`config.mk`:
```
export PLATFORM = sky130hd
export DESIGN_NAME = lobster_fetch_unit_flat
export DESIGN_NICKNAME = d
export VERILOG_FILES = /design/src/rtl/lobster_fetch_unit_if.sv /design/src/rtl/lobster_fetch_unit.sv /design/src/flat_wrapper.sv
export SDC_FILE = /design/constraint.sdc
export NUM_CORES = 1
export LEC_CHECK = 0
export CAP_MARGIN = 30
export CORE_ASPECT_RATIO = 0.5
export CORE_MARGIN = 5
export CORE_UTILIZATION = 50
export DETAILED_ROUTE_END_ITERATION = 12
export PLACE_DENSITY = 0.73
export SKIP_LAST_GASP = 1
export SLEW_MARGIN = 20
export SYNTH_ARGS = -nofsm -noshare
export SYNTH_HDL_FRONTEND = slang
export SYNTH_SLANG_ARGS = --single-unit
```
`constraint.sdc`:
```
create_clock -name clk -period 6.75 [get_ports clk]
set_input_delay 1.35 -clock clk [delete_from_list [all_inputs] [get_ports clk]]
set_output_delay 1.35 -clock clk [all_outputs]
set_load 0.005 [all_outputs]
```
`src/rtl/lobster_fetch_unit_if.sv`:
```
// rtl/lobster_fetch_unit_if.sv - memory request bus and bundle stream of the fetch unit
interface lobster_fetch_unit_if #(
  parameter int ADDR_WIDTH = 36
) ();
  logic                  mem_req;
  logic [ADDR_WIDTH-1:0] mem_addr;
  logic                  mem_ack;
  logic [63:0]           mem_data;
  logic                  mem_err;
  logic                  bundle_valid;
  logic                  bundle_ready;
  logic [ADDR_WIDTH-1:0] addr_out;
  logic [63:0]           data_out;
  logic                  fault;

  modport master (
    output mem_req, mem_addr, bundle_valid, addr_out, data_out, fault,
    input  mem_ack, mem_data, mem_err, bundle_ready
  );

  modport slave (
    input  mem_req, mem_addr, bundle_valid, addr_out, data_out, fault,
    output mem_ack, mem_data, mem_err, bundle_ready
  );
endinterface

```
`src/rtl/lobster_fetch_unit.sv`:
```
// rtl/lobster_fetch_unit.sv - fetch pointer, single-outstanding bundle reads, bundle FIFO
module lobster_fetch_unit #(
  parameter int                    ADDR_WIDTH   = 36,
  parameter int                    FIFO_DEPTH   = 4,
  parameter logic [ADDR_WIDTH-1:0] RESET_VECTOR = 36'hF800
) (
  input  logic                  clk,
  input  logic                  rst,
  input  logic [ADDR_WIDTH-1:0] ip_in,
  input  logic                  redirect,
  lobster_fetch_unit_if.master  bus
);
  localparam int PTR_W = $clog2(FIFO_DEPTH);
  localparam int CNT_W = PTR_W + 1;
  localparam logic [CNT_W-1:0] DEPTH_C = CNT_W'(FIFO_DEPTH);

  typedef enum logic [1:0] {S_FETCH, S_WAIT, S_HALT} state_t;

  state_t                state, state_n;
  logic [ADDR_WIDTH-1:0] fp, fp_n, req_addr, req_addr_n, redir_fp;
  logic                  drop, drop_n;
  logic                  push, push_fault, pop, flush;
  logic [CNT_W-1:0]      count, cnt_after;
  logic [PTR_W-1:0]      wr_ptr, rd_ptr;

  logic [ADDR_WIDTH-1:0] fifo_addr  [FIFO_DEPTH];
  logic [63:0]           fifo_data  [FIFO_DEPTH];
  logic                  fifo_fault [FIFO_DEPTH];

  assign redir_fp         = ip_in & ~ADDR_WIDTH'(7);
  assign bus.mem_req      = (state == S_WAIT);
  assign bus.mem_addr     = req_addr;
  assign bus.bundle_valid = (count != '0);
  assign bus.addr_out     = bus.bundle_valid ? fifo_addr[rd_ptr] : '0;
  assign bus.data_out     = bus.bundle_valid ? fifo_data[rd_ptr] : '0;
  assign bus.fault        = bus.bundle_valid & fifo_fault[rd_ptr];
  assign pop              = bus.bundle_valid & bus.bundle_ready;
  assign cnt_after        = count + CNT_W'(1) - CNT_W'(pop);

  always_comb begin
    state_n    = state;
    fp_n       = fp;
    req_addr_n = req_addr;
    drop_n     = drop;
    push       = 1'b0;
    push_fault = 1'b0;
    flush      = 1'b0;
    case (state)
      S_FETCH: begin
        if (redirect) begin
          flush      = 1'b1;
          fp_n       = redir_fp;
          req_addr_n = redir_fp;
          state_n    = S_WAIT;
        end else if (count < DEPTH_C) begin
          req_addr_n = fp;
          state_n    = S_WAIT;
        end
      end
      S_WAIT: begin
        if (bus.mem_ack) begin
          if (redirect) begin
            // response discarded; the flushed FIFO always has room for the new request
            flush      = 1'b1;
            drop_n     = 1'b0;
            fp_n       = redir_fp;
            req_addr_n = redir_fp;
          end else if (drop) begin
            drop_n     = 1'b0;
            req_addr_n = fp;
            if (count >= DEPTH_C) state_n = S_FETCH;
          end else if (bus.mem_err) begin
            push       = 1'b1;
            push_fault = 1'b1;
            state_n    = S_HALT;
          end else begin
            push       = 1'b1;
            fp_n       = fp + ADDR_WIDTH'(8);
            req_addr_n = fp + ADDR_WIDTH'(8);
            if (cnt_after >= DEPTH_C) state_n = S_FETCH;
          end
        end else if (redirect) begin
          // the pending request cannot be withdrawn; mark its response stale
          flush  = 1'b1;
          drop_n = 1'b1;
          fp_n   = redir_fp;
        end
      end
      S_HALT: begin
        if (redirect) begin
          flush   = 1'b1;
          fp_n    = redir_fp;
          state_n = S_FETCH;
        end
      end
      default: state_n = S_FETCH;
    endcase
  end

  always_ff @(posedge clk) begin
    if (rst) begin
      state    <= S_FETCH;
      fp       <= RESET_VECTOR;
      req_addr <= '0;
      drop     <= 1'b0;
      count    <= '0;
      wr_ptr   <= '0;
      rd_ptr   <= '0;
    end else begin
      state    <= state_n;
      fp       <= fp_n;
      req_addr <= req_addr_n;
      drop     <= drop_n;
      if (flush) begin
        count  <= '0;
        wr_ptr <= '0;
        rd_ptr <= '0;
      end else begin
        if (push) wr_ptr <= wr_ptr + PTR_W'(1);
        if (pop)  rd_ptr <= rd_ptr + PTR_W'(1);
        count <= count + CNT_W'(push) - CNT_W'(pop);
      end
    end
  end

  always_ff @(posedge clk) begin
    if (push) begin
      fifo_addr[wr_ptr]  <= req_addr;
      fifo_data[wr_ptr]  <= push_fault ? 64'd0 : bus.mem_data;
      fifo_fault[wr_ptr] <= push_fault;
    end
  end
endmodule

```
`src/flat_wrapper.sv`:
```
// flat-port wrapper written by rule: the top's interface ports become plain ports
module lobster_fetch_unit_flat 
#(
  parameter int                    ADDR_WIDTH   = 36,
  parameter int                    FIFO_DEPTH   = 4,
  parameter logic [ADDR_WIDTH-1:0] RESET_VECTOR = 36'hF800
)
  (clk, rst, ip_in, redirect, bus_mem_req, bus_mem_addr, bus_bundle_valid, bus_addr_out, bus_data_out, bus_fault, bus_mem_ack, bus_mem_data, bus_mem_err, bus_bundle_ready);
  lobster_fetch_unit_if #(.ADDR_WIDTH(ADDR_WIDTH)) bus_i ();
  input  logic clk;
  input  logic rst;
  input  logic [ADDR_WIDTH-1:0] ip_in;
  input  logic redirect;
  output wire logic [$bits(bus_i.mem_req)-1:0] bus_mem_req;
  output wire logic [$bits(bus_i.mem_addr)-1:0] bus_mem_addr;
  output wire logic [$bits(bus_i.bundle_valid)-1:0] bus_bundle_valid;
  output wire logic [$bits(bus_i.addr_out)-1:0] bus_addr_out;
  output wire logic [$bits(bus_i.data_out)-1:0] bus_data_out;
  output wire logic [$bits(bus_i.fault)-1:0] bus_fault;
  input wire logic [$bits(bus_i.mem_ack)-1:0] bus_mem_ack;
  input wire logic [$bits(bus_i.mem_data)-1:0] bus_mem_data;
  input wire logic [$bits(bus_i.mem_err)-1:0] bus_mem_err;
  input wire logic [$bits(bus_i.bundle_ready)-1:0] bus_bundle_ready;
  assign bus_mem_req = bus_i.mem_req;
  assign bus_mem_addr = bus_i.mem_addr;
  assign bus_bundle_valid = bus_i.bundle_valid;
  assign bus_addr_out = bus_i.addr_out;
  assign bus_data_out = bus_i.data_out;
  assign bus_fault = bus_i.fault;
  assign bus_i.mem_ack = bus_mem_ack;
  assign bus_i.mem_data = bus_mem_data;
  assign bus_i.mem_err = bus_mem_err;
  assign bus_i.bundle_ready = bus_bundle_ready;
  lobster_fetch_unit #(.ADDR_WIDTH(ADDR_WIDTH), .FIFO_DEPTH(FIFO_DEPTH), .RESET_VECTOR(RESET_VECTOR)) u_core (.clk(clk), .rst(rst), .ip_in(ip_in), .redirect(redirect), .bus(bus_i));
endmodule
```
==> results of run 1 <==
per-stage QoR:
stage	setup WS (ns)	area (um2)	hold WS [ns]
after floorplan	1.57	20900	0.421
after global placement	1.97	23700	0.438
after detailed placement	1.91	23800	0.441
after CTS	2.14	25200	0.457
after global routing	1.97	25200	0.490
final	2.19	25200	0.456
layout make-up:
cell class / instances / area share
Sequential cell: 488 / 0.548
Multi-Input combinational cell: 790 / 0.262
Timing Repair Buffer: 265 / 0.105
Clock buffer: 56 / 0.0462
Tap cell: 540 / 0.0268
Clock inverter: 22 / 0.0101
Inverter: 14 / 0.00208
placed cells by master, fill, tap and decap left out, types with 14 or more instances in the layout:
master | Yosys | routed
sky130_fd_sc_hd__clkdlybuf4s50_1 | 0 | 239
sky130_fd_sc_hd__xnor2_1 | 14 | 14
sky130_fd_sc_hd__edfxtp_1 | 404 | 404
sky130_fd_sc_hd__and2_1 | 181 | 181
sky130_fd_sc_hd__a21oi_1 | 63 | 63
sky130_fd_sc_hd__nand4_1 | 23 | 23
sky130_fd_sc_hd__o21ai_0 | 22 | 22
sky130_fd_sc_hd__buf_4 | 0 | 20
sky130_fd_sc_hd__a31oi_1 | 16 | 16
sky130_fd_sc_hd__dfxtp_1 | 84 | 82
sky130_fd_sc_hd__clkbuf_16 | 0 | 43
sky130_fd_sc_hd__nor2_1 | 55 | 55
sky130_fd_sc_hd__nand3_1 | 30 | 30
sky130_fd_sc_hd__nand2_1 | 60 | 59
sky130_fd_sc_hd__inv_1 | 14 | 14
sky130_fd_sc_hd__nor3_1 | 22 | 22
sky130_fd_sc_hd__mux4_2 | 101 | 101
registers in the layout, indices dropped and copies added (netlist names), 2 cells and up, named ones only:
register             count
u_core.wr_ptr            2
u_core.rd_ptr            2
u_core.fifo_fault        4
u_core.state             2
u_core.count             3
u_core.bus.mem_addr     36
u_core.fifo_addr       144
u_core.fp               36
u_core.fifo_data       256
logic make-up (layout without fill, tap and decap cells):
| logic type | count (synthesis) | after routing | share of synthesized area |
|---|---|---|---|
| flip-flops | 488 | 488 | 0.662 |
| AND/OR/NAND/NOR | 450 | 450 | 0.123 |
| AO/OA/AOI/OAI | 197 | 197 | 0.0625 |
| buffers and inverters | 123 | 357 | 0.0236 |
| multiplexers | 110 | 110 | 0.113 |
| XOR/XNOR | 25 | 25 | 0.0105 |
| adder cells (fa/ha/maj) | 8 | 8 | 0.00515 |
metal layers:
metal / share of wire / GRT usage / vias to the layer above
met3: 0.050 / 0.0310 / 73
met1: 0.40 / 0.280 / 6637
li1: - / - / 5808
met2: 0.53 / 0.397 / 432
met5: 0 / 0 / -
met4: 0.021 / 0.0535 / 0
power by group:
part	internal [mW]	leakage [nW]	switching, mW
combinational	0.311	3.09	0.309
clock	1.42	0.675	1.07
sequential	3.35	4.35	0.103
worst paths after layout:
path / startpoint / endpoint / slack, ns / cells after the start
worst max-delay path: u_core.count[2] / bus_data_out[19] / 2.19 / 4
worst min-delay path: u_core.fp[1] / u_core.fp[1] / 0.46 / 1
worst max register to register: u_core.state[0] / u_core.fifo_addr[0][8] / 2.97 / 4
worst min register to register: u_core.fp[1] / u_core.fp[1] / 0.46 / 1
==> out/summary.txt, run 1 <==
Result of the run -> complete, no violations
Net count reported at finish -> 1716
Final core occ -> 0.617
Critical path data required time -> 5.40 ns
Number of buffers created by CTS -> 43
Standard cell core area -> 40900 um2
Maximum resistive drop on vdd -> 0.196 mV
Area Overhead vs Synth -> 20.8%
Area of the multi-input gates -> 6610 um2
Residual DRC count -> 0
Worst max-slew margin expressed relative to the limit -> 0.389
Cells after Synth -> 1401
Final period util -> 0.675
Syn_nets -> 1515
Number of distinct library cell variants in the gate-level netlist after synthesis -> 68
Total buffers and inverters traversed by the critical path -> 2
Primary flip-flop cell chosen by synthesis mapping -> sky130_fd_sc_hd__edfxtp_1
Worst slew pin tran -> 0.917 ns
Post-CTS setup buffers -> 0
HP Class -> flip-flop to flip-flop
Number of storage elements in the synthesis netlist -> 488
CTS tree -> yes
Part of the Yosys area used for sequential elements -> 0.662
Count of flip-flops with a built-in enable after synthesis -> 404
Count of clock tree sinks -> 488
Port-buffer cells -> 241
Power Density -> 260 nW/um2
Root Buffer Master -> sky130_fd_sc_hd__clkbuf_16
Overflow left after global routing -> 0
Top cell type by total area after synthesis -> sky130_fd_sc_hd__edfxtp_1
Pin count of the biggest net entering global routing -> 84
# IOs -> 245
Post-synthesis async set-or-reset flop share -> 0
Number of optimization iterations in the first detailed-route pass -> 5
Count of inserted antenna diode cells -> 0
Top cells by area, synth -> sky130_fd_sc_hd__edfxtp_1 (58%), sky130_fd_sc_hd__mux4_2 (11%), sky130_fd_sc_hd__dfxtp_1 (8.1%), sky130_fd_sc_hd__and2_1 (5.4%), sky130_fd_sc_hd__a21oi_1 (1.5%)
Total standard cell area after synthesis -> 20900 um2
Non-filler instance count after layout -> 2175
Wire length of the first global-routing pass -> 78700 um
Vias in the first global route -> 13500
Initial standard-cell utilization of the core -> 0.511
Cell leakage power -> 8.12 nW
Setup repair after global routing missed its margin -> no
Number of hold violations in the final report -> 0
Gp weighted congestion -> 0.853
Delay-heaviest family, CP -> buffers and inverters
Cells after DPL -> 2096
Gr usage total -> 0.218
CP arrival -> 3.21 ns
Fmax -> 219 MHz
Vertical die dimension -> 154 um
Fraction of layout instances using a drive strength above 1 -> 0.131
Number of design-rule violations left by the first detailed-router iteration -> 1104
Slowest cell on the critical path -> sky130_fd_sc_hd__or3_2
Setup violation total in the final timing report -> 0
Final-layout fill cell count -> 3014
Clk Latency, worst-skew pair -> 0.55 ns
Crit Path Category -> flip-flop to primary output
Max stage delay on crit path -> 0.77 ns
Final wirelength -> 51100 um
Post-detailed-route via-to-cell ratio -> 5.95
Vias after detailed routing -> 13000
Resized cells post-CTS -> 0
FF/Latch Area -> 13800 um2
Standard-cell rows -> 52
Count of H-tree levels built during CTS -> 2
Max Cap Violations -> 0
Crit path cell chain -> or3_2 > buf_4 > and2_1 > clkdlybuf4s50_1
Overall Power -> 6.56 mW
Commonest cells in the synthesized netlist -> sky130_fd_sc_hd__edfxtp_1 (404), sky130_fd_sc_hd__and2_1 (181), sky130_fd_sc_hd__mux4_2 (101), sky130_fd_sc_hd__dfxtp_1 (84), sky130_fd_sc_hd__clkbuf_1 (75)
Endpoint kind of the worst setup timing path -> primary output
Hpwl dp -> 32400 um
Highest net fanout along the worst path -> 53
Fin. max-slew vios -> 0
Number of hold buffers added after CTS -> 0
Clock-pin slew on the worst setup and hold paths -> 0.06 ns
Setup crit start kind -> flip-flop
Number of antenna violations at the first check in global routing -> 0
Antenna Violating Nets Remaining -> 0
Final critical delay including setup and external delays -> 4.56 ns
Buffer depth of the longest clock path -> 3
Routed length per instance -> 23.5 um
Most common cell in the netlist -> sky130_fd_sc_hd__edfxtp_1
Width of the die -> 299 um
Post-Synthesis Mean Instance Area -> 14.9 um2
Area of the die -> 46200 um2
Total negative slack for setup checks -> 0 ns
Share of Yosys cell area claimed by the top area cell type -> 0.581
Setup skew after layout -> 0.0150 ns
Total number of yosys warnings -> 0
No activity file was read; power rests on OpenSTA's default activity.
==> run 2: changes to the inputs <==
PLACE_DENSITY = 0.75   (was 0.73)
clock period = 4 ns   (was 6.75 ns; I/O delays follow)
==> out/summary.txt, run 2 (same netlist as run 1, synthesis figures left out) <==
Result of the run -> complete, no violations
Switch share -> 0.228
Power Internal -> 8.60 mW
Worst slew pin tran -> 1.05 ns
Setup repair after global routing missed its margin -> no
Net count reported at finish -> 1729
Clock-pin slew on the worst setup and hold paths -> 0.07 ns
Total buffers and inverters traversed by the critical path -> 2
Gr usage total -> 0.221
Port-buffer cells -> 241
Delay-heaviest family, CP -> simple AND/OR/NAND/NOR gates
Final-layout fill cell count -> 2959
Fraction of layout instances using a drive strength above 1 -> 0.135
Post-detailed-route via-to-cell ratio -> 5.99
Final core occ -> 0.621
Final wirelength -> 52100 um
Max stage delay on crit path -> 0.73 ns
Root Buffer Master -> sky130_fd_sc_hd__clkbuf_16
Total negative slack for setup checks -> 0 ns
Routed length per instance -> 23.8 um
Number of design-rule violations left by the first detailed-router iteration -> 1138
Highest net fanout along the worst path -> 58
HP Class -> flip-flop to flip-flop
Count of clock tree sinks -> 488
Count of H-tree levels built during CTS -> 2
Overflow left after global routing -> 0
Crit path cell chain -> or3_2 > buf_12 > and2_1 > clkdlybuf4s50_1
Standard-cell rows -> 52
Power dissipated by switching net loads -> 2.54 mW
Slowest cell on the critical path -> sky130_fd_sc_hd__or3_2
Initial standard-cell utilization of the core -> 0.511
Overall Power -> 11.1 mW
Area Overhead vs Synth -> 21.7%
Largest Register -> u_core.fifo_data
Clock network fraction of design power -> 0.381
Final period util -> 0.944
Standard cell core area -> 40900 um2
# IOs -> 245
Number of hold buffers added after CTS -> 0
Fin Hold WS -> 0.457 ns
Width of the die -> 299 um
Power Density -> 439 nW/um2
Pin count of the biggest net entering global routing -> 59
Number of flip-flops under the largest register name -> 256
Area of the die -> 46200 um2
Logic gate share of total power -> 0.097
Dpl cell area -> 24000 um2
Worst max-slew margin expressed relative to the limit -> 0.294
Final design area excluding fillers -> 25400 um2
Number of hold violations in the final report -> 0
Worst slack after detailed placement -> 0.687 ns
Wire length of the first global-routing pass -> 79700 um
Antenna Violating Nets Remaining -> 0
Share of total power in sequential cells -> 0.523
Maximum resistive drop on vdd -> 0.342 mV
CTS tree -> yes
Clk Latency, worst-skew pair -> 0.55 ns
Post-CTS setup buffers -> 0
Cells after DPL -> 2109
Number of optimization iterations in the first detailed-route pass -> 5
Setup crit start kind -> flip-flop
CP arrival -> 2.98 ns
Fin. max-slew vios -> 0
Cell leakage power -> 8.19 nW
Fmax -> 265 MHz
Number of antenna violations at the first check in global routing -> 0
Buffer depth of the longest clock path -> 3
Hpwl dp -> 33100 um
Non-filler instance count after layout -> 2188
Vias after detailed routing -> 13100
Setup violation total in the final timing report -> 0
Largest registers -> u_core.fifo_data (256), u_core.fifo_addr (144)
Final critical delay including setup and external delays -> 3.78 ns
Commonest cells after routing, fill and taps aside -> sky130_fd_sc_hd__edfxtp_1 (404), sky130_fd_sc_hd__clkdlybuf4s50_1 (239), sky130_fd_sc_hd__and2_1 (181), sky130_fd_sc_hd__mux4_2 (101), sky130_fd_sc_hd__dfxtp_1 (82)
Vias in the first global route -> 13400
Count of inserted antenna diode cells -> 0
Setup skew after layout -> 0.0131 ns
Crit Path Category -> flip-flop to primary output
Final Worst Setup Slack -> 0.224 ns
Critical path data required time -> 3.20 ns
Most common cell after layout, fill and taps aside -> sky130_fd_sc_hd__edfxtp_1
Gp weighted congestion -> 0.862
Max Cap Violations -> 0
Number of buffers created by CTS -> 44
Resized cells post-CTS -> 0
Residual DRC count -> 0
Endpoint kind of the worst setup timing path -> primary output
Vertical die dimension -> 154 um
## run 2: cell types whose count changed in the layout (fill, tap and decap cells not counted), moves of 2 or more
cell,before,now
sky130_fd_sc_hd__clkinv_1,8,4
sky130_fd_sc_hd__inv_6,1,3
sky130_fd_sc_hd__clkbuf_8,4,0
sky130_fd_sc_hd__clkbuf_16,43,45
sky130_fd_sc_hd__buf_12,2,12
sky130_fd_sc_hd__buf_4,20,24
sky130_fd_sc_hd__clkbuf_1,9,16
## run 2: cell type report
class / instances / area (um2) / area share
well taps: 540 / 676 / 0.0266
clock buffers: 61 / 1190 / 0.0467
flip-flops and latches: 488 / 13800 / 0.544
repair buffers: 277 / 2820 / 0.111
multi-input cells: 790 / 6600 / 0.260
inverters: 14 / 52.6 / 0.00207
clock inverters: 18 / 231 / 0.00912
## run 2: metal layers
| layer | part of all wire | vias up | GRT usage |
|---|---|---|---|
| met5 | 0 | - | 0 |
| met4 | 0.035 | 0 | 0.0790 |
| met3 | 0.054 | 105 | 0.0314 |
| met2 | 0.51 | 449 | 0.386 |
| met1 | 0.40 | 6703 | 0.287 |
| li1 | - | 5839 | - |
## run 2: power by group through the flow
stage	Sequential, mW	Combinational, mW	Clock (mW)
after floorplan	5.84	0.571	0
after global placement	5.91	1.05	0
after detailed placement	5.93	1.07	0
after CTS	5.82	1.08	4.31
after global routing	5.83	1.15	4.54
final	5.82	1.08	4.24
## run 2: worst paths after layout
path | from | to | slack (ns) | cells past startpoint
hold reg to reg | u_core.fp[1] | u_core.fp[1] | 0.46 | 1
hold / removal | u_core.fp[1] | u_core.fp[1] | 0.46 | 1
setup reg to reg | u_core.count[2] | u_core.count[2] | 1.06 | 8
setup / recovery | u_core.count[2] | bus_data_out[56] | 0.22 | 4
